**src/rtl/fetch_decode_queue.sv**
```systemverilog
// -----------------------------------------------------------------------------
// fetch_decode_queue
//
// Instruction buffer that sits between fetch and decode. It holds instruction/PC
// pairs in a first-word-fall-through FIFO and shows the head entry to decode.
// For the head entry it also provides:
//   - the raw immediate field Instr[31:7];
//   - a pre-decoded immediate-format select for the immediate extender.
//
// A synchronous Flush discards every entry on a branch/jump redirect.
//
// Ports
//   clk       in   1        rising-edge clock
//   rst_n     in   1        asynchronous active-low reset
//   InstrIn   in   32       fetched instruction word
//   PCIn      in   32       address of InstrIn
//   InValid   in   1        fetch offers InstrIn/PCIn
//   InReady   out  1        queue has room (registered state only)
//   Flush     in   1        discard all entries at the next edge
//   OutValid  out  1        head entry valid
//   OutReady  in   1        decode takes the head this cycle
//   Instr     out  32       head instruction (NOP when empty)
//   PC        out  32       head PC (0 when empty)
//   PCPlus4   out  32       PC + 4, wraps modulo 2^32
//   ImmIn     out  25       Instr[31:7]
//   ImmSrc    out  3        immediate format select for the head
//   Count     out  PTR_W+1  number of stored entries, 0..DEPTH
//
// Handshake: a transfer happens on a rising edge where valid && ready are both
// high and Flush is low. InReady and OutValid depend only on registered state,
// so neither side sees a combinational path from the other. Fetch must hold
// InstrIn/PCIn stable while InValid && !InReady; the queue does not check this.
// -----------------------------------------------------------------------------
module fetch_decode_queue #(
  parameter int DEPTH = 4,
  parameter int PTR_W = $clog2(DEPTH)
) (
  input  logic             clk,
  input  logic             rst_n,
  input  logic [31:0]      InstrIn,
  input  logic [31:0]      PCIn,
  input  logic             InValid,
  output logic             InReady,
  input  logic             Flush,
  output logic             OutValid,
  input  logic             OutReady,
  output logic [31:0]      Instr,
  output logic [31:0]      PC,
  output logic [31:0]      PCPlus4,
  output logic [31:7]      ImmIn,
  output logic [2:0]       ImmSrc,
  output logic [PTR_W:0]   Count
);

  localparam logic [PTR_W:0] FULL_CNT  = (PTR_W + 1)'(DEPTH);
  localparam logic [31:0]    NOP_INSTR = 32'h0000_0013; // addi x0,x0,0

  // Immediate format selects
  localparam logic [2:0] IMM_I    = 3'b000;
  localparam logic [2:0] IMM_S    = 3'b001;
  localparam logic [2:0] IMM_B    = 3'b010;
  localparam logic [2:0] IMM_J    = 3'b011;
  localparam logic [2:0] IMM_U    = 3'b100;
  localparam logic [2:0] IMM_NONE = 3'b111;

  // ---------------------------------------------------------------------------
  // Storage (not reset: only the pointers and Count define what is valid)
  // ---------------------------------------------------------------------------
  logic [31:0] instr_mem_q [DEPTH];
  logic [31:0] pc_mem_q    [DEPTH];

  // ---------------------------------------------------------------------------
  // Pointer / count state
  // ---------------------------------------------------------------------------
  logic [PTR_W-1:0] wr_ptr_q, wr_ptr_d;
  logic [PTR_W-1:0] rd_ptr_q, rd_ptr_d;
  logic [PTR_W:0]   count_q,  count_d;

  logic push;
  logic pop;
  logic in_ready;
  logic out_valid;

  assign in_ready  = (count_q < FULL_CNT);
  assign out_valid = (count_q != '0);

  // Flush blocks both transfers. Because InReady ignores OutReady, a full
  // queue refuses a push even in a cycle where it also pops.
  assign push = InValid && in_ready  && !Flush;
  assign pop  = OutValid && OutReady && !Flush;

  always_comb begin
    wr_ptr_d = wr_ptr_q;
    rd_ptr_d = rd_ptr_q;
    count_d  = count_q;
    if (Flush) begin
      wr_ptr_d = '0;
      rd_ptr_d = '0;
      count_d  = '0;
    end else begin
      // DEPTH is a power of two, so the natural pointer overflow is the wrap.
      if (push) wr_ptr_d = wr_ptr_q + 1'b1;
      if (pop)  rd_ptr_d = rd_ptr_q + 1'b1;
      case ({push, pop})
        2'b10:   count_d = count_q + 1'b1;
        2'b01:   count_d = count_q - 1'b1;
        default: count_d = count_q;
      endcase
    end
  end

  always_ff @(posedge clk or negedge rst_n) begin
    if (!rst_n) begin
      wr_ptr_q <= '0;
      rd_ptr_q <= '0;
      count_q  <= '0;
    end else begin
      wr_ptr_q <= wr_ptr_d;
      rd_ptr_q <= rd_ptr_d;
      count_q  <= count_d;
    end
  end

  always_ff @(posedge clk) begin
    if (push) begin
      instr_mem_q[wr_ptr_q] <= InstrIn;
      pc_mem_q[wr_ptr_q]    <= PCIn;
    end
  end

  // ---------------------------------------------------------------------------
  // Head presentation. Outputs come only from storage and the empty mask;
  // a pushed entry becomes visible after the edge that writes it.
  // ---------------------------------------------------------------------------
  logic [31:0] head_instr;
  logic [31:0] head_pc;
  logic [31:0] instr_o;
  logic [31:0] pc_o;
  logic [2:0]  imm_src_o;

  assign head_instr = instr_mem_q[rd_ptr_q];
  assign head_pc    = pc_mem_q[rd_ptr_q];

  always_comb begin
    instr_o = NOP_INSTR;
    pc_o    = 32'h0;
    if (out_valid) begin
      instr_o = head_instr;
      pc_o    = head_pc;
    end
  end

  // The decode follows the masked word, so an empty queue reports the NOP's
  // I-format select.
  always_comb begin
    imm_src_o = IMM_NONE;
    case (instr_o[6:0])
      7'b0010011,
      7'b0000011,
      7'b1100111: imm_src_o = IMM_I;
      7'b0100011: imm_src_o = IMM_S;
      7'b1100011: imm_src_o = IMM_B;
      7'b1101111: imm_src_o = IMM_J;
      7'b0110111,
      7'b0010111: imm_src_o = IMM_U;
      default:    imm_src_o = IMM_NONE;
    endcase
  end

  assign InReady  = in_ready;
  assign OutValid = out_valid;
  assign Count    = count_q;
  assign Instr    = instr_o;
  assign PC       = pc_o;
  assign PCPlus4  = pc_o + 32'd4;
  assign ImmIn    = instr_o[31:7];
  assign ImmSrc   = imm_src_o;

endmodule

```
**config.mk**
```make
export PLATFORM = sky130hd
export DESIGN_NAME = fetch_decode_queue
export DESIGN_NICKNAME = d
export VERILOG_FILES = /design/src/rtl/fetch_decode_queue.sv
export SDC_FILE = /design/constraint.sdc
export NUM_CORES = 1
export LEC_CHECK = 0
export CORE_MARGIN = 1
export CORE_UTILIZATION = 53
export CTS_CLUSTER_DIAMETER = 120
export DETAILED_ROUTE_END_ITERATION = 10
export PLACE_DENSITY_LB_ADDON = 0.05
export SETUP_SLACK_MARGIN = 0.02
export SLEW_MARGIN = 10
export SYNTH_ARGS = -nofsm -noshare
export SYNTH_HDL_FRONTEND = slang
export SYNTH_SLANG_ARGS = --single-unit
```
**constraint.sdc**
```tcl
create_clock -name clk -period 4.2 [get_ports clk]
set_input_delay 0.63 -clock clk [delete_from_list [all_inputs] [get_ports clk]]
set_output_delay 0.63 -clock clk [all_outputs]
set_load 0.01 [all_outputs]
```
# After elaboration in Yosys (flattened, before gate mapping)
# Memories as Yosys holds them, arrays and structs flattened.
# Cells that the tools add are included.
[classes]
add_sub_neg = 5
order_cmp = 1
n_eq_ne = 10
mux = 11
reduce_logical = 11
[ops]
columns = ["operator", "count"]
rows = [
  ["$mux W32", 2],
  ["$add A32 B3 Y32 const B", 1],
  ["$eq A7 B7 Y1 const B", 3],
  ["$pmux W3 S5", 1],
  ["$eq A7 B5 Y1 const B", 2],
  ["$eq A7 B6 Y1 const B", 2],
  ["$mux W2", 4],
  ["$eq A7 B2 Y1 const B", 1],
  ["$pmux W3 S2", 1],
  ["$reduce_bool A3 Y1", 2],
  ["$add A2 B1 Y2 const B", 2],
  ["$logic_and A1 B1 Y1", 4],
  ["$reduce_bool A2 Y1", 2],
  ["$add A3 B1 Y3 const B", 1],
  ["$lt A3 B3 Y1 const B", 1],
  ["$mux W3", 1],
  ["$reduce_or A3 Y1", 1],
  ["$sub A3 B1 Y3 const B", 1],
  ["$eq A2 B1 Y1 const B", 1],
  ["$eq A2 B2 Y1 const B", 1],
  ["$mux W1", 2],
  ["$reduce_or A2 Y1", 1],
  ["$logic_not A1 Y1", 1],
]
[word_totals]
regBits = 7
ramBits = 256
in_bits = 69
wordCells = 43
n_memories = 2
[mem_list]
columns = ["memory", "depth", "width", "read_ports", "rd_ports_with_merged_regs", "write_ports", "line_no", "text"]
rows = [
  ["instr_mem_q", 4, 32, 1, 0, 1, "69", "logic [31:0] instr_mem_q [DEPTH];"],
  ["pc_mem_q", 4, 32, 1, 0, 1, "70", "logic [31:0] pc_mem_q [DEPTH];"],
]

# Logic depth before layout (Yosys ltp)
[logic_depth]
depth_word = 6
mapped_depth = 12
ltp_nobuf = 9

# Worst setup path before layout
# No wires, ideal clock.
[synth_timing]
kind = "reg2out"
start = "reg count_q[0], in the netlist Count[0]"
end = "out PCPlus4[30]"
t_arrival_ps = 2616
path_slack_ps = 954
path_stages_with_launch = 13
cell_sequence = "dfrtp_1 -> nor3_2 -> inv_1 -> clkbuf_1 -> clkbuf_1 -> and2_1 -> ha_1 -> nand4_2 -> nor4b_4 -> and2_1 -> buf_6 -> nand3_1 -> xnor2_1"
[synth_between]
elab_chain_cells = 3
[synth_lines]
columns = ["element", "line_no", "text"]
rows = [
  ["start: declaration", "77", "logic [PTR_W:0] count_q, count_d;"],
  ["start signal: assignment", "120", "count_q <= count_d;"],
  ["$reduce_bool A3 Y1", "85", "assign out_valid = (count_q != '0);"],
  ["via OutValid", "45", "output logic OutValid,"],
  ["$mux W32", "147", "if (out_valid) begin"],
  ["via PC[3]", "48", "output logic [31:0] PC,"],
  ["$add A32 B3 Y32", "175", "assign PCPlus4 = pc_o + 32'd4;"],
  ["end: declaration", "49", "output logic [31:0] PCPlus4,"],
]
# The timed path passes the listed nets, and every way through them passes these cells.

# Worst setup path in the final report
[layout_timing]
start = "reg rd_ptr_q[0]"
end = "out PCPlus4[26]"
[layout_between]
elab_chain_cells = 3
[layout_lines]
columns = ["element", "line_no", "text"]
rows = [
  ["start: declaration", "76", "logic [PTR_W-1:0] rd_ptr_q, rd_ptr_d;"],
  ["start signal: assignment", "119", "rd_ptr_q <= rd_ptr_d;"],
  ["$mem_v2 Z4 W32", "-", ""],
  ["$mux W32", "147", ""],
  ["$add A32 B3 Y32", "175", ""],
]
# No other way between the ends.

==> impl_metrics.ini <==
[outcome]
status = finished clean

[critical_path]
crit_type = register to primary output
cp_max_fo = 7
cp-end-kind = primary output
reg2reg_slack_ns = 1.82
reg2reg_to = instr_mem_q[1][9]$_DFFE_PP_
arrival_ns = 3.44
r2r_cells = 4
critPathLaunchType = register
critPathLaunch = rd_ptr_q[0]$_DFFE_PN0P_
cp.required_ns = 3.57
reg2reg_from = Count[2]$_DFFE_PN0P_

[place]
dp_hpwl_um = 14300
numPortBuffers = 197
place_congestion = 0.805

[power_and_ir_drop]
pwr_density_cell_mw_per_mm2 = 637
finalPower_mw = 9.09
leakage_nw = 4.73
vdd_drop_max_mv = 0.412

[grt]
grt_pass1_wl_um = 34300
grt_start_max_net_pins = 35
grt_util_all_layers_pct = 20.8
grt_pass1_vias = 6333
antenna_found_initial = 0
overflow = 0

[cts]
cts_buffer_depth = 3
clk_pin_slew_ns = 0.06
clkLatencyLatePin_ns = 0.52
clockRootBuffer = clkbuf_16
tritoncts = done
cts_buffers = 26
htree_levels = 1
clock-sinks = 263

[route]
drtIter0Drc = 324
via_per_inst = 5.50
vias = 6003
wl_per_cell_um = 20.4
drt-total-wl_um = 22300
wl_met3_um = 1300
postRouteAntennaNets = 0
highest_layer = met4
dr_wl_met2_um = 11500
wl_met1_um = 9060
first_pass_iters = 4
drc_errors = 0

[cells_and_area]
drive_gt1_share_pct = 16.2
finalNetCount = 878
insertedDiodeCount = 0
area_growth_pct = 26.6

[synth]
synth_top_area_cell = edfxtp_1
synth-edff-count = 256
yosysSeqAreaShare_pct = 69.8
ys_top_cells_by_count = edfxtp_1 (256), and2_1 (53), mux4_2 (53)
yosysUniqueCellTypes = 47
syn_avg_cell_area_sq_um = 18.3
synth_warnings = 0
yosys_register_bits = 263
yosysMostFrequentCell = edfxtp_1
synth.net_count = 691
netlist_top_cells_area = edfxtp_1 (68%), mux4_2 (11%), and2_1 (2.9%)
yosysTopAreaCellShare_pct = 68.2
ys.flop_type = edfxtp_1
syn-cell-area_sq_mm = 0.0113
syn_inst = 616
synthArstFlopShare_pct = 2.66

[timing]
fin_setup_tns_ns = 0
drv_slew = 0
rsz0062_at_grt = false
worst_pin_slew_ns = 0.593
min_period_over_period_pct = 96.8
finalSetupViolCount = 0
min_period_ns = 4.07
hold_violations = 0
slew_headroom_pct = 60.4
fmax_mhz = 246
skew_ns = 0.0140

[die]
die_h_um = 148
ios = 198
dieArea_sq_mm = 0.0218
coreArea_sq_mm = 0.0206
start_util_pct = 54.8
rows = 52
dieWidth_um = 148

[worst_hold_path]
hold_path_class = input port to async pin

[flow_run]
drv_cap = 0
-- critical path, stage by stage, from the launching register on --
cell	delay [ns]
dfrtp_4	0.50
mux4_1	0.39
and2_1	0.18
ha_2	0.22
nand4_2	0.12
nor4b_4	0.43
and2_4	0.27
nand3b_1	0.10
xnor2_1	0.15
clkdlybuf4s50_1	0.55
-- final cells by class --
type	count	area (sq um)
Multi-Input combinational cell	282	2970
Sequential cell	263	7870
Clock buffer	32	694
Clock inverter	15	119
Timing Repair Buffer	214	2220
Tap cell	270	338
Inverter	16	60.1
Fill cell	1374	6290
-- placed cells by master (no fill, tap or decap), drive strengths merged, types with 2 or more instances in the layout --
| cell type | instances |
|---|---|
| edfxtp | 256 |
| clkdlybuf4s50 | 196 |
| mux4 | 65 |
| and2 | 55 |
| nand2 | 37 |
| clkbuf | 32 |
| xnor2 | 24 |
| nor2 | 22 |
| inv | 16 |
| buf | 16 |
| nand3 | 15 |
| clkinv | 13 |
| xor2 | 9 |
| dfrtp | 7 |
| a21oi | 6 |
| nor3 | 6 |
| ha | 5 |
| or2 | 4 |
| mux2i | 4 |
| o21ai | 4 |
| and3 | 3 |
| nor4 | 3 |
| nand4 | 3 |
| nand3b | 3 |
| nand2b | 2 |
| nor4b | 2 |
| nor2b | 2 |
| bufinv | 2 |
-- through the flow --
stage	hold WS [ns]	cells	cell area (sq um)	utilization (%)	setup slack, ns
floorplan	0.334	616	11300	-	0.954
global placement	0.580	1039	13300	64.9	0.542
detailed placement	0.632	1039	13300	64.9	0.512
CTS	0.375	1087	14200	69.1	0.0363
global route	0.394	1092	14300	69.4	0.0128
finish	0.386	1092	14300	69.4	0.133
-- how the worst max path moves through the flow --
stage / to / cells past startpoint / slack [ns]
after global routing: PCPlus4[18] / 9 / 0.01
after detailed placement: PCPlus4[26] / 7 / 0.51
final: PCPlus4[26] / 9 / 0.13
after CTS: PCPlus4[31] / 8 / 0.04
after global placement: PCPlus4[26] / 7 / 0.54
after floorplan: PCPlus4[30] / 12 / 0.95
-- flip-flops by register name, indices dropped and copies added (netlist names) --
| name | count |
|---|---|
| rd_ptr_q | 2 |
| wr_ptr_q | 2 |
| pc_mem_q | 128 |
| Count | 3 |
| instr_mem_q | 128 |
-- logic make-up after synthesis --
kind of cell | share of synthesized area (%)
DFF | 69.8
adders and majority gates | 0.733
and+or+nand+nor | 8.35
xor gates and xnor gates | 2.56
buffers and inverters | 4.01
AOI/OAI and AO/OA | 0.722
muxes | 13.8
-- timing repair --
item | 4_1_cts | 5_1_grt
pin swaps | 0 | 2
cloned | 1 | 0
setup endpoints to repair | 7 | 16
gates resized for setup | 3 | 4
hold buffers | 0 | 0
setup buffers | 0 | 5
-- metal layers --
layer  vias up  global-route usage (%)
li1       2730                       -
met1      3027                    26.7
met2       207                    36.3
met3        39                    3.77
met4         0                    6.24
met5         -                       0
-- power breakdown --
group          switching (mW)  internal (mW)
sequential             0.0595           3.04
clock                   0.904           1.29
combinational            1.75           2.05
total                    2.71           6.38
(Power assumes the default switching activity.)
